**src/rtl/iosys_pkg.sv**
```systemverilog
// iosys_pkg: shared state type and image constants for the ROM loader
package iosys_pkg;
  typedef enum logic [1:0] {IDLE, LOAD, FLUSH, DONE} state_t;
  localparam logic [31:0] GAME_CODE_OFS = 32'hAC;
  localparam logic [7:0] PAD_BYTE = 8'hFF;
endpackage

```
**src/rtl/hw_fifo.sv**
```systemverilog
// hw_fifo: synchronous register FIFO with full/empty flags and same-cycle push/pop
module hw_fifo #(
  parameter int W = 16,
  parameter int DEPTH = 4
) (
  input  logic         clk,
  input  logic         rst,
  input  logic         push,
  input  logic [W-1:0] wdata,
  input  logic         pop,
  output logic [W-1:0] rdata,
  output logic         full,
  output logic         empty
);
  localparam int AW = $clog2(DEPTH);
  localparam logic [AW:0] ONE = (AW+1)'(1);
  logic [W-1:0] mem [DEPTH];
  logic [AW:0] wp, rp;
  logic wr, rd;
  assign full = wp[AW] != rp[AW] && wp[AW-1:0] == rp[AW-1:0];
  assign empty = wp == rp;
  assign wr = push && (!full || pop);
  assign rd = pop && !empty;
  assign rdata = mem[rp[AW-1:0]];
  // pointers carry an extra wrap bit so full and empty are distinguishable
  always_ff @(posedge clk) begin
    if (rst) begin
      wp <= '0;
      rp <= '0;
    end else begin
      if (wr) wp <= wp + ONE;
      if (rd) rp <= rp + ONE;
    end
  end
  // storage array; contents are don't-care until written
  always_ff @(posedge clk) begin
    if (wr) mem[wp[AW-1:0]] <= wdata;
  end
endmodule

```
**src/rtl/rom_loader.sv**
```systemverilog
// rom_loader: streams ROM bytes into SDRAM as little-endian halfword writes
module rom_loader
  import iosys_pkg::*;
#(
  parameter int ADDR_W = 25,
  parameter int FIFO_DEPTH = 4
) (
  input  logic              clk,
  input  logic              reset,
  input  logic [1:0]        rom_loading,
  input  logic [7:0]        rom_do,
  input  logic              rom_do_valid,
  output logic              mem_valid,
  output logic [ADDR_W-1:0] mem_addr,
  output logic [15:0]       mem_wdata,
  input  logic              mem_ready,
  output logic              busy,
  output logic              load_done,
  output logic [ADDR_W:0]   rom_bytes,
  output logic [31:0]       game_code,
  output logic              overflow,
  output logic              fifo_err
);
  localparam int FW = ADDR_W + 15;
  localparam logic [ADDR_W:0] ONE = (ADDR_W+1)'(1);
  state_t state, state_next;
  logic loading, loading_q, rise, fall, start_pend, pend_valid;
  logic acc, push, pop, full, empty, enter;
  logic [7:0] pend_byte;
  logic [FW-1:0] push_data, head;
  logic [31:0] ofs;
  assign loading = |rom_loading;
  assign rise = loading && !loading_q;
  assign fall = !loading && loading_q;
  assign acc = state == LOAD && rom_do_valid && !rom_bytes[ADDR_W];
  assign push = (acc && rom_bytes[0]) || (state == FLUSH && pend_valid);
  assign push_data = {rom_bytes[ADDR_W-1:1], acc ? rom_do : PAD_BYTE, pend_byte};
  assign pop = mem_valid && mem_ready;
  assign ofs = 32'(rom_bytes);
  assign enter = state_next == LOAD && state != LOAD;

  hw_fifo #(.W(FW), .DEPTH(FIFO_DEPTH)) u_fifo (
    .clk(clk), .rst(reset), .push(push), .wdata(push_data),
    .pop(pop), .rdata(head), .full(full), .empty(empty)
  );

  // state register
  always_ff @(posedge clk) state <= reset ? IDLE : state_next;
  // next state and status flags
  always_comb begin
    busy = state == LOAD || state == FLUSH;
    load_done = state == DONE;
    state_next = state == IDLE  ? (rise ? LOAD : IDLE)
               : state == LOAD  ? (fall ? FLUSH : LOAD)
               : state == FLUSH ? (!pend_valid && empty && !mem_valid ? DONE : FLUSH)
               : (start_pend || rise ? LOAD : IDLE);
  end
  // byte accounting: count, even-byte pairing, game code capture, sticky errors, queued restart
  always_ff @(posedge clk) begin
    if (reset) begin
      loading_q <= 1'b0;
      start_pend <= 1'b0;
      pend_valid <= 1'b0;
      pend_byte <= '0;
      rom_bytes <= '0;
      game_code <= '0;
      overflow <= 1'b0;
      fifo_err <= 1'b0;
    end else begin
      loading_q <= loading;
      start_pend <= !enter && (start_pend || (rise && (state == FLUSH || state == DONE)));
      if (enter) begin
        rom_bytes <= '0;
        game_code <= '0;
        overflow <= 1'b0;
        fifo_err <= 1'b0;
        pend_valid <= 1'b0;
      end else begin
        if (acc) rom_bytes <= rom_bytes + ONE;
        if (acc && ofs[31:2] == GAME_CODE_OFS[31:2]) game_code[{ofs[1:0], 3'b000} +: 8] <= rom_do;
        if (acc && !rom_bytes[0]) pend_byte <= rom_do;
        pend_valid <= push ? 1'b0 : (acc && !rom_bytes[0]) ? 1'b1 : pend_valid;
        overflow <= overflow || (state == LOAD && rom_do_valid && rom_bytes[ADDR_W]);
        fifo_err <= fifo_err || (push && full && !pop);
      end
    end
  end
  // write port: present the FIFO head and hold it until mem_ready retires it
  always_ff @(posedge clk) begin
    if (reset) begin
      mem_valid <= 1'b0;
      mem_addr <= '0;
      mem_wdata <= '0;
    end else if (pop) begin
      mem_valid <= 1'b0;
    end else if (!mem_valid && !empty) begin
      mem_valid <= 1'b1;
      mem_addr <= {head[FW-1:16], 1'b0};
      mem_wdata <= head[15:0];
    end
  end
endmodule

```
**config.mk**
```make
export PLATFORM = sky130hd
export DESIGN_NAME = rom_loader
export DESIGN_NICKNAME = d
export VERILOG_FILES = /design/src/rtl/iosys_pkg.sv /design/src/rtl/hw_fifo.sv /design/src/rtl/rom_loader.sv
export SDC_FILE = /design/constraint.sdc
export NUM_CORES = 1
export LEC_CHECK = 0
export CORE_UTILIZATION = 55
export CTS_BUF_LIST = sky130_fd_sc_hd__clkbuf_4
export CTS_CLUSTER_DIAMETER = 50
export CTS_CLUSTER_SIZE = 14
export DETAILED_ROUTE_END_ITERATION = 7
export PLACE_DENSITY = 0.78
export SLEW_MARGIN = 0
export SYNTH_ARGS = -nofsm -noshare
export SYNTH_HDL_FRONTEND = slang
export SYNTH_HIERARCHICAL = 1
export SYNTH_SLANG_ARGS = --single-unit
export TNS_END_PERCENT = 20
```
**constraint.sdc**
```tcl
create_clock -name clk -period 5.4 [get_ports clk]
set_input_delay 0.54 -clock clk [delete_from_list [all_inputs] [get_ports clk]]
set_output_delay 0.54 -clock clk [all_outputs]
set_load 0.05 [all_outputs]
```
==> results of run 1 <==
[routing by layer]
metal	GRT usage (%)	up-vias	share of wire [%]
li1	-	3394	-
met1	32.61	3596	46
met2	37.19	251	47
met3	2.767	43	4.8
met4	7.053	0	2.4
met5	0	-	0
[power groups by stage]
stage / Combinational [mW] / Clock, mW / Sequential (mW)
floorplan: 0.135 / 0 / 2.50
global placement: 0.394 / 0 / 2.37
detailed placement: 0.399 / 0 / 2.37
CTS: 0.399 / 1.18 / 2.32
global route: 0.423 / 1.26 / 2.33
finish: 0.397 / 1.16 / 2.32
[worst min-delay path, delay by kind of cell]
family	cells	cell delay, ns
and+or+nand+nor	1	0.16
buffers and inverters	2	0.41
[flip-flops by register name, summed over array words and instances, names as in the netlist, 2 cells and up, named ones only]
signal,count
pend_byte,8
state,2
mem_addr,24
rom_bytes,26
u_fifo/rp,3
mem_wdata,16
u_fifo/wp,3
u_fifo/mem,160
game_code,32
[worst max path at each step]
stage | start | endpoint | slack (ns) | depth (start not counted)
2_1_floorplan | rom_bytes[0] | u_fifo/wp[2] | 2.18 | 6
3_5_place_dp | rom_do_valid | u_fifo/mem[1][35] | 2.04 | 6
4_1_cts | state[1] | u_fifo/mem[1][34] | 2.38 | 7
3_3_place_gp | rom_do_valid | u_fifo/mem[2][35] | 2.09 | 6
5_1_grt | state[1] | u_fifo/mem[2][24] | 2.16 | 7
6_report | state[1] | u_fifo/mem[1][7] | 2.34 | 7
[cell families (layout without fill, tap and decap cells)]
logic type	Yosys count	in the layout
buf+inv	90	184
fa+ha+maj	14	14
simple gates	270	270
other cells	1	2
mux	46	46
compound gates	164	164
xor+xnor	12	12
flops	282	282
[per-stage QoR]
| step | std cells | total power, mW | utilization [%] |
|---|---|---|---|
| after global routing | 1244 | 4.014 | 63.86 |
| final | 1244 | 3.876 | 63.86 |
| after detailed placement | 1195 | 2.767 | 61.74 |
| after floorplan | 879 | 2.633 | - |
| after CTS | 1243 | 3.900 | 63.85 |
| after global placement | 1195 | 2.761 | 61.74 |
[cell usage after synthesis, types with 4 or more instances]
cell type / n / share of area [%]
a21oi_1: 100 / 4.4
and2_1: 4 / 0.22
and4_1: 7 / 0.54
buf_4: 29 / 1.9
clkbuf_1: 42 / 1.4
dfxtp_1: 122 / 22
edfxtp_1: 160 / 43
ha_1: 14 / 1.6
inv_1: 14 / 0.47
mux4_2: 40 / 8.0
nand2_1: 123 / 4.1
nand2b_1: 13 / 0.72
nand3_1: 8 / 0.35
nand4_1: 40 / 2.2
nor2_1: 22 / 0.73
nor2b_1: 4 / 0.22
nor3b_1: 5 / 0.33
nor4_1: 4 / 0.22
o21ai_0: 40 / 1.8
o31ai_1: 10 / 0.66
or3_1: 10 / 0.55
or4_1: 12 / 0.80
xor2_1: 8 / 0.62
[area by class of cell]
| class | instances | area [um2] |
|---|---|---|
| antenna | 1 | 2.502 |
| clock buffer | 40 | 300.3 |
| clock inverter | 8 | 125.1 |
| fill | 1531 | 7288 |
| inverter | 14 | 52.55 |
| multi-input combinational | 507 | 3613 |
| sequential | 282 | 7248 |
| tap | 270 | 337.8 |
| timing repair buffer | 122 | 1201 |
==> results.md, run 1 <==
- The worst hold path begins at reset.
- The critical path in this run is classified as reg -> reg.
- The count of maximum capacitance violations is 0.
- The leakage power total is 4.077 nW.
- In this run, CTS created clock tree buffers numbering 26.
- After detailed routing, the average wire length per cell comes to 19.33 um.
- The number of synthesis warnings is 6.
- The clock period minus final worst setup slack is 3.061 ns.
- The core region is 20170 um2.
- The headroom to the max-slew limit is 18.98%.
- The achievable frequency is 0.3267 GHz.
- Between clock sinks in the finished design, the worst skew comes to 0.02981 ns.
- Among all stages on the critical path, the largest delay is contributed by and2_2.
- The worst supply voltage drop on vdd is 0.2626 mV.
- The min-delay analysis places its worst path in the category in -> reg.
- On the worst path, the slowest cell contributes a delay of 0.94 ns.
- For this configuration, the core starts out at a cell density of 55.99%.
- The die extent in x is 145.3 um.
- The synthesized-area fraction occupied by xor and xnor cells is 1.130%.
- The sequential cell fraction of total power is 59.8%.
- The type of element capturing the critical path is a flop.
- The TritonCTS clock tree is yes.
- The synthesized netlist devotes 8.033% of its cell area to compound gates.
- The worst hold endpoint is loading_q.
- The clock drives 282 sinks.
- For this run, the detailed router's first-pass iteration total came to 5.
- Of the total synthesized cell area, the portion taken by full adders, half adders and majority gates is 1.551%.
- The routed via count is 7284.
- The worst setup slack after placement is 2.035 ns.
- The worst hold path was traced through 3 stages.
- In this run the vertical extent of the chip is 145.3 um.
- The largest net degree at the start of global routing is 67.
- The post-cts hold buffer count is 0.
- The number of global-route vias before repair is 7119.
- The clock network is responsible for 29.9% of the overall power.
- The H-tree level count is 1.
- The startpoint identified for the worst register-to-register timing path is state[1].
- In this run the worst path has a maximum fanout of 40.
- In this run the deepest clock path goes through 3 buffers.
- Setup repair after global routing left no endpoint under its margin.
- The combinational cell fraction of total power is 10.2%.
- In the final timing run, aggregate negative setup slack is 0 ns.
- The cell class contributing the biggest share of worst-path delay is simple AND/OR/NAND/NOR gates.
- The top cell types in the final layout, fill and taps aside, are edfxtp_1, nand2_1, dfxtp_1.
- The initial antenna violation count is 1.
- The flop-to-flop setup slack is 2.34 ns.
- The transition at the pin with the smallest max-transition slack is 1.215 ns.
- The first global-routing pass estimated 38.32 mm of wire.
- The count of final hold-check violations is 0.
- Counting flops with an async set or reset pin after synthesis yields a share of 0%.
- The share of cell area taken by muxes after synthesis is 8.587%.
- The area growth from synthesis to layout is 14.07%.
- Cells with a size suffix above 1 make up 12.13% of the layout.
- Once placement finished, the instance area stood at 12450 um2.
- In the synthesized netlist the dominant register cell turns out to be edfxtp_1.
- The number of gates resized after cts is 0.
- The period utilization is 56.68%.
- The max-slew violation total from the final report is 0.
- The row count is 52.
- The share of synthesized cell area in and, or, nand and nor gates is 12.50%.
- The DRC violation total after the first TritonRoute iteration is 695.
- For the worst setup path, the data required time is 5.70 ns.
- The cell at the root of the clock tree is clkbuf_4.
- The weighted congestion reported at the end of routability-driven placement is 0.8082.
- The flip-flop and latch count after synthesis is 282.
- The worst setup path is launched from a flop.
- Wires add up to 24.04 mm.
- The area of the mapped netlist is 11290 um2.
- The run finished with clean final reports.
- The number of port buffers is 116.
- For this run, design rule violations remaining after detail routing come to 0.
- The synthesized netlist net count is 907.
- The net switching power figure is 0.9699 mW.
- The endpoint identified for the worst register-to-register timing path is u_fifo/mem[1][7].
- The number of nets in the final layout is 981.
- The number of placed I/O pins is 118.
- The source-to-sink clock delay at the later pin of the worst-skew pair is 0.69 ns.
- For this design the ratio of total power to cell area is 300.9 nW/um2.
- The number of buffers added for setup after CTS is 0.
- The cell count after synthesis came out at 879.
- The cell type with the highest occurrence count on the critical path is inv_1.
- The count of flip-flops with a built-in enable after synthesis is 160.
- The length in cells of the worst reg-to-reg path is 7.
- Traced cell by cell, the critical path runs through inv_1, ha_1, nand3b_4, o21ai_0, inv_1, a41oi_2, and2_2.
- The vias per cell is 5.855.
- The dominant combinational cell family by area after synthesis is simple AND/OR/NAND/NOR gates.
- The finished cells cover 12880 um2.
- The tightest hold margin is 0.4574 ns.
- The clock edge transition at the registers on the reported setup and hold paths is 0.14 ns.
- The die covers 21110 um2.
- The wire-length estimate of the detail-placed layout is 15.17 mm.
- The number of routed nets with antenna violations is 0.
- Together, buffers and inverters on the worst path number 2.
- Setup violations remaining at the end of the flow were counted as 0.
- Yosys mapped the design onto 55 distinct sky130hd cell types.
- The internal cell power is 2.906 mW.
- Dividing the synthesized area by the synthesized cell count gives 12.85 um2.
- The most frequent standard cell in the layout excluding fill and tap cells is edfxtp_1.
- The proportion of total power due to net switching is 25.02%.
- For this run, the total global-route usage over all layers was measured as 22.93%.
- The total overflow left after global routing is 0.
- The final worst-path setup slack is 2.339 ns.
- Data on the critical path arrives at its endpoint at 3.36 ns.
- The sequential cell area fraction in the yosys report is 64.18%.
Note: power is estimated with default switching activity, not from simulation.
==> run 2: changes to the inputs <==
- CORE_UTILIZATION: 55 -> 53
- clock period: 5.4 -> 2.8 ns (I/O delays scaled with it)
==> results.md, run 2 (synthesis results as in run 1) <==
- The flow ran to the end, and the final reports show no timing, DRC or antenna violations.
- The count of maximum capacitance violations came to 0 (unchanged).
- The global-route total usage across every layer came to 23.06% (+0.13 points).
- The most critical setup path has its startpoint at state[0].
- After layout, the worst path uses 92.41% of the clock period.
- The HPWL after detailed placement came to 16.61 mm (+9.5%).
- The most utilized layer in the global route result is met2.
- The final instance area was 13060 um2 (+1.4%).
- The global-route met3 utilization is 3.333% (+0.57 points).
- The number of placed I/O pins is 118 (unchanged).
- The H-tree level count is 1 (unchanged).
- The final standard cell utilization of the core is 62.31% (-1.6 points).
- The number of nets in the final layout is 1002 (+2.1%).
- The path type of the worst setup path is reg -> out.
- The die area is 21890 um2 (+3.7%).
- TritonCTS built the clock tree.
- The number of filler cells placed in the layout is 1634 (+6.7%).
- The clock edge transition at the registers on the reported setup and hold paths is 0.14 ns (about the same).
- The proportion of total power due to net switching was 25.42% (+0.39 points).
- The number of buffers added for setup after CTS is 0 (unchanged).
- The height of the die is 148.0 um (+1.8%).
- The library cell used most frequently in the layout, excluding fill and tap cells, is edfxtp_1.
- The routed via count came to 7405 (+1.7%).
- The combinational cell fraction of total power is 10.8% (+0.6 points).
- The count of final hold-check violations came to 0 (unchanged).
- The row count is 53 (+1.9%).
- The type of the most critical hold path is in -> reg.
- The residual overflow from global routing came to 0 (unchanged).
- The number of buffers inserted during clock tree synthesis is 25 (-3.8%).
- The routed wire length is 24.96 mm (+3.8%).
- The cell at the root of the clock tree is clkbuf_4.
- The transition at the pin with the smallest max-transition slack came to 1.155 ns (-0.06034 ns).
- From synthesis to final layout, the design area changed by 15.62%.
- The length in cells of the worst reg-to-reg path was 8 (+1).
- The worst setup skew after layout is 0.03954 ns (+0.009728 ns).
- The power density over cell area is 555.4 nW/um2 (+85%).
- The sequential cell fraction of total power is 61.7% (+1.9 points).
- The critical path ends at busy.
- The leakage power total is 4.171 nW (+2.3%).
- The data required time of the critical path is 2.52 ns (-3.18 ns).
- The total placed instance area is 12700 um2 (+2.0%).
- The worst path needs 2.588 ns of the cycle, external delays included.
- The largest net degree at the start of global routing is 66 (-1.5%).
- The post-cts hold buffer count is 0 (unchanged).
- The met1 demand-to-capacity share in global routing was 32.80% (+0.19 points).
- The global routing met2 resource utilization came to 37.00% (-0.19 points).
- The final routed DRC violation total came to 0 (unchanged).
- The data arrival time at the worst-slack endpoint came to 2.31 ns (-1.05 ns).
- The number of global-route vias before repair is 7150 (+0.44%).
- The headroom to the max-slew limit is 23.00% (+4.0 points).
- The type of element capturing the critical path is an output pin.
- The number of clock sinks is 282 (unchanged).
- The worst setup path is launched from a flop.
- The number of flip-flops in the largest register is 160 (unchanged).
- The signal on the critical path passes through inv_1, ha_1, clkdlybuf4s50_1.
- The DRC violation total after the first TritonRoute iteration is 806 (+16%).
- Setup repair after global routing left no endpoint under its margin.
- The portion of total power attributed to the clock network is 27.5% (-2.4 points).
- The initial cell density of the core is 53.89% (-2.1 points).
- The internal cell power is 5.408 mW (+86%).
- The core outline area came to 20960 um2 (+3.9%).
- The maximum clock path buffer count came to 3 (unchanged).
- The flop-to-flop setup slack is 0.38 ns (-1.96 ns).
- The initial antenna violation count came to 1 (unchanged).
- The largest fanout on the critical path is 3 (-93%).
- The global-route wire length before repair is 38.90 mm (+1.5%).
- The library cells used most frequently in the layout, excluding fill and tap cells, are edfxtp_1, nand2_1, dfxtp_1.
- The worst register-to-register path begins at state[1].
- The delay of the slowest cell on the worst path was 0.86 ns (-0.08 ns).
- The endpoint of the most critical register-to-register path is u_fifo/mem[1][5].
- The number of gates resized after cts is 0 (unchanged).
- The net switching power figure is 1.843 mW (+90%).
- The routed length per instance is 19.68 um (+1.9%).
- The max-slew violation total from the final report is 0 (unchanged).
- The final setup violation count was 0 (unchanged).
- The die extent in x came to 148.0 um (+1.8%).
- The vias per cell is 5.840 (-0.26%).
- The number of routed nets with antenna violations is 0 (unchanged).
- Timing would allow up to 0.3865 GHz.
- The number of optimization iterations in the first detailed-route pass is 7 (+2).
- The worst supply voltage drop on vdd is 0.3074 mV (+17%).
- The source-to-sink clock delay at the later pin of the worst-skew pair is 0.66 ns (-0.03 ns).
- The weighted congestion reported at the end of routability-driven placement is 0.8506 (+5.2%).
- The number of port buffers is 116 (unchanged).
- The fraction of final layout cells with drive strength greater than 1 came to 13.71% (+1.6 points).
- The slowest stage of the critical path is the clkdlybuf4s50_1 cell.
-- run 2: worst min-delay path by stage --
| stage | startpoint | endpoint | slack (ns) | cells past startpoint |
|---|---|---|---|---|
| 6_report | reset | pend_byte[5] | 0.30 | 3 |
| 3_3_place_gp | mem_addr[7] | mem_addr[7] | 0.44 | 2 |
| 5_1_grt | reset | loading_q | 0.28 | 3 |
| 4_1_cts | reset | loading_q | 0.26 | 3 |
| 3_5_place_dp | mem_wdata[0] | mem_wdata[0] | 0.45 | 2 |
| 2_1_floorplan | rom_do[0] | pend_byte[0] | 0.42 | 2 |
-- run 2: layer usage --
metal | wire length (um) | part of all wire (%)
met2 | 11920 | 48
met5 | 0 | 0
met4 | 500 | 2.0
met3 | 1902 | 7.6
met1 | 10640 | 43
-- run 2: critical path: cells and delay by family (launching register included) --
kind                       cells  cell delay (ns)
adders and majority gates      1             0.33
buffers and inverters          2             0.93
DFF                            1             0.39
-- run 2: area by class of cell --
class / count / area, um2 / area share (%)
clock buffer: 39 / 292.8 / 2.242
clock inverter: 6 / 61.31 / 0.4696
inverter: 14 / 52.55 / 0.4025
timing repair buffer: 144 / 1441 / 11.04
sequential: 282 / 7248 / 55.51
multi-input combinational: 507 / 3613 / 27.68
tap: 275 / 344.1 / 2.635
antenna: 1 / 2.502 / 0.01917
-- run 2: power groups by stage --
stage | Sequential, mW | Clock (mW) | Combinational (mW)
after floorplan | 4.82 | 0 | 0.261
after global placement | 4.57 | 0 | 0.775
after detailed placement | 4.57 | 0 | 0.784
after CTS | 4.48 | 2.03 | 0.786
after global routing | 4.49 | 2.18 | 0.834
final | 4.48 | 1.99 | 0.781
-- run 2: metrics by stage --
step	cells	setup TNS (ns)	hold slack [ns]	power, mW	worst slack [ns]
after floorplan	879	-25.30	0.4160	5.078	-0.3158
after global placement	1222	0	0.4437	5.341	0.3918
after detailed placement	1222	0	0.4478	5.355	0.3239
after CTS	1267	0	0.2606	7.293	0.1560
after global routing	1268	0	0.2768	7.507	0.1257
final	1268	0	0.2970	7.251	0.2125
==> run 3: changes to the inputs <==
- ABC_AREA: unset -> 1
- CORE_UTILIZATION: 53 -> 52
- CTS_BUF_LIST: sky130_fd_sc_hd__clkbuf_4 -> unset
- PLACE_DENSITY: 0.78 -> 0.77
- SLEW_MARGIN: 0 -> 40
==> results.md, run 3 <==
- The global-route total usage across every layer is 23.61% (+0.55 points).
- The number of global-route vias before repair is 8682 (+21%).
- The number of placed I/O pins came to 118 (unchanged).
- The residual overflow from global routing came to 0 (unchanged).
- The synthesized netlist net count came to 1325 (+46%).
- The worst hold endpoint is loading_q.
- The vias per cell was 5.430 (-7.0%).
- The share of synthesized cell area in and, or, nand and nor gates is 20.36% (+7.9 points).
- The proportion of total power due to net switching came to 23.27% (-2.1 points).
- The number of buffers added for setup after CTS came to 0 (unchanged).
- The number of clock sinks was 282 (unchanged).
- The final routed DRC violation total is 0 (unchanged).
- The flop-to-flop setup slack is 0.67 ns (+0.29 ns).
- The DRC violation total after the first TritonRoute iteration is 855 (+6.1%).
- The path type of the worst setup path is reg -> out.
- The initial antenna violation count is 0 (-1).
- The largest net degree at the start of global routing came to 81 (+23%).
- The largest fanout on the critical path was 11 (+8).
- The number of gates resized after cts was 0 (unchanged).
- The die extent in x is 153.6 um (+3.8%).
- The count of final hold-check violations is 0 (unchanged).
- The HPWL after detailed placement is 17.75 mm (+6.8%).
- The count of placed standard cells in the final layout, fillers left out is 1690 (+33%).
- The area growth from synthesis to layout is 19.02%.
- The max-slew violation total from the final report came to 0 (unchanged).
- The combinational cell fraction of total power came to 6.5% (-4.3 points).
- The maximum clock path buffer count came to 3 (unchanged).
- The flow ran to the end, and the final reports show no timing, DRC or antenna violations.
- The achievable frequency is 0.4246 GHz (+9.9%).
- The net switching power figure was 2.016 mW (+9.4%).
- After synthesis, the cell types taking the most area are edfxtp_1, dfxtp_1, nor2_1.
- The area of the mapped netlist is 11950 um2 (+5.9%).
- The H-tree level count is 1 (unchanged).
- The number of port buffers came to 116 (unchanged).
- The data arrival time at the worst-slack endpoint was 2.08 ns (-0.23 ns).
- The number of buffers inserted during clock tree synthesis is 28 (+12%).
- The post-cts hold buffer count is 0 (unchanged).
- The transition at the pin with the smallest max-transition slack is 0.7828 ns (-0.3722 ns).
- The worst supply voltage drop on vdd is 0.3408 mV (+11%).
- The adder-cell share of the synthesized area was 1.465% (-0.086 points).
- The number of nets in the final layout came to 1411 (+41%).
- The leakage power total came to 5.163 nW (+24%).
- The type of element capturing the critical path is an output pin.
- The number of buffer and inverter stages on the critical path was 1 (-1).
- The dominant combinational cell family by area after synthesis is simple AND/OR/NAND/NOR gates.
- The synthesized-area fraction occupied by xor and xnor cells is 0.8687% (-0.26 points).
- The portion of total power attributed to the clock network is 42.1% (+15 points).
- The most frequent cell after synthesis is nor2_1.
- The length in cells of the worst reg-to-reg path is 8 (unchanged).
- The sequential cell area fraction in the yosys report is 60.62% (-3.6 points).
- The clock edge transition at the registers on the reported setup and hold paths is 0.07 ns (-0.07 ns).
- The number of different library cells in the post-synthesis netlist is 39 (-29%).
- The routed via count is 9177 (+24%).
- The post-synthesis cell count is 1297 (+48%).
- The final standard cell utilization of the core is 63.03% (+0.73 points).
- The global-route wire length before repair is 44.68 mm (+15%).
- The number of optimization iterations in the first detailed-route pass came to 5 (-2).
- The share of the synthesized area in compound gates (AO/OA/AOI/OAI) is 9.860% (+1.8 points).
- The startpoint identified for the worst hold timing path is rom_loading[1].
- The synthesized area per cell came to 9.217 um2 (-28%).
- The initial cell density of the core was 52.96% (-0.93 points).
- The share of cell area taken by muxes after synthesis is 0% (-8.6 points).
- The count of flip-flops with a built-in enable after synthesis is 160 (unchanged).
- After synthesis, the most frequently instantiated cells are nor2_1, nand2_1, edfxtp_1.
- The summed negative setup slack over all endpoints is 0 ns (unchanged).
- Traced cell by cell, the critical path runs through clkdlybuf4s50_1.
- The data required time of the critical path came to 2.52 ns (about the same).
- The clock period minus final worst setup slack is 2.355 ns (-0.2324 ns).
- The endpoint identified for the worst register-to-register timing path is game_code[20].
- In this run the worst hold path is classified as in -> reg.
- The slowest cell on the critical path is clkdlybuf4s50_1.
- The worst setup skew after layout is 0.007897 ns (-0.03165 ns).
- The die area is 23600 um2 (+7.8%).
- The instance count along the most critical hold path came to 3 (unchanged).
- The startpoint identified for the worst register-to-register timing path is rom_bytes[0].
- The total placed instance area is 13330 um2 (+5.0%).
- The row count came to 55 (+3.8%).
- The cell sitting at the root of the clock tree is a clkbuf_16.
- The number of routed nets with antenna violations is 0 (unchanged).
- The weighted congestion reported at the end of routability-driven placement is 0.9324 (+9.6%).
- The power density over cell area is 608.8 nW/um2 (+9.6%).
- The period utilization is 84.11% (-8.3 points).
- The routed length per instance came to 16.49 um (-16%).
- The sequential cell fraction of total power was 51.4% (-10 points).
- The core outline area came to 22570 um2 (+7.7%).
- The number of flip-flops in the largest register was 160 (unchanged).
- The final setup violation count is 0 (unchanged).
- In the layout the commonest cells are nor2_1, nand2_1, edfxtp_1.
- The kind of start point of the critical path is a flop.
- The cell count after placement is 1638 (+34%).
- TritonCTS built the clock tree.
- The headroom to the max-slew limit was 47.76% (+25 points).
- Leaving out fill and tap cells, the most frequent cell in the layout is nor2_1.
- Setup repair after global routing left no endpoint under its margin.
- The antenna diode instance count is 0 (-1).
- The routed wire length is 27.87 mm (+12%).
- The number of synthesis warnings is 6 (unchanged).
- The flip-flop and latch count after synthesis is 282 (unchanged).
- The async set-reset flop share out of synthesis is 0% (unchanged).
- The most frequently used flop master after synthesis is edfxtp_1.
- The delay of the slowest cell on the worst path is 0.90 ns (+0.04 ns).
- The fraction of final layout cells with drive strength greater than 1 is 6.619% (-7.1 points).
- The height of the die is 153.6 um (+3.8%).
- The count of maximum capacitance violations was 0 (unchanged).
- The largest area contributor in the synthesized netlist is edfxtp_1.
- The cell class contributing the biggest share of worst-path delay is buffers and inverters.
- The final instance area was 14230 um2 (+9.0%).
- The proportion of netlist area held by the largest area contributor came to 40.19% (-2.4 points).
- The source-to-sink clock delay at the later pin of the worst-skew pair is 0.54 ns (-0.12 ns).
- The internal cell power is 6.646 mW (+23%).
-- run 3: cell type report --
class,count,area (um2)
clock buffers,39,783.3
clock inverters,13,115.1
fillers,1833,8344
inverters,96,360.3
multi-input cells,833,3933
flip-flops and latches,282,7248
well taps,285,356.6
repair buffers,142,1431
-- run 3: how the worst max path moves through the flow --
stage	startpoint	cells past startpoint	slack [ns]	endpoint
after floorplan	rom_bytes[0]	4	0.09	u_fifo/mem[0][0]
after global placement	rom_do_valid	6	0.65	u_fifo/mem[0][13]
after detailed placement	rom_do_valid	6	0.59	u_fifo/mem[3][14]
after CTS	state[0]	3	0.46	busy
after global routing	rom_bytes[21]	1	0.40	rom_bytes[21]
final	rom_bytes[17]	1	0.44	rom_bytes[17]
-- run 3: routing by layer --
metal	up-vias	global-route usage (%)	part of all wire [%]
met2	382	38.59	46
met3	42	3.579	8.0
li1	4482	-	-
met1	4271	32.75	44
met5	-	0	0
met4	0	6.714	1.8
-- run 3: power by group through the flow --
stage	clock network, mW	logic (mW)	registers [mW]
after floorplan	0	0.246	4.66
after global placement	0	0.553	4.54
after detailed placement	0	0.563	4.54
after CTS	3.71	0.567	4.45
after global routing	3.89	0.612	4.46
final	3.64	0.567	4.45
-- run 3: logic make-up (layout without fill, tap and decap cells) --
| group | count (synthesis) | in the layout |
|---|---|---|
| XOR/XNOR | 11 | 11 |
| AO/OA/AOI/OAI | 224 | 224 |
| adder cells (fa/ha/maj) | 14 | 14 |
| buffers and inverters | 182 | 290 |
| flip-flops | 282 | 282 |
| other | 1 | 1 |
| AND/OR/NAND/NOR | 583 | 583 |
-- run 3: through the flow --
step	setup slack, ns	hold slack [ns]	power (mW)
after global routing	0.3984	0.4023	8.955
final	0.4449	0.3882	8.662
after floorplan	0.09219	0.3491	4.910
after detailed placement	0.5910	0.4518	5.104
after CTS	0.4553	0.3766	8.725
after global placement	0.6473	0.4421	5.090
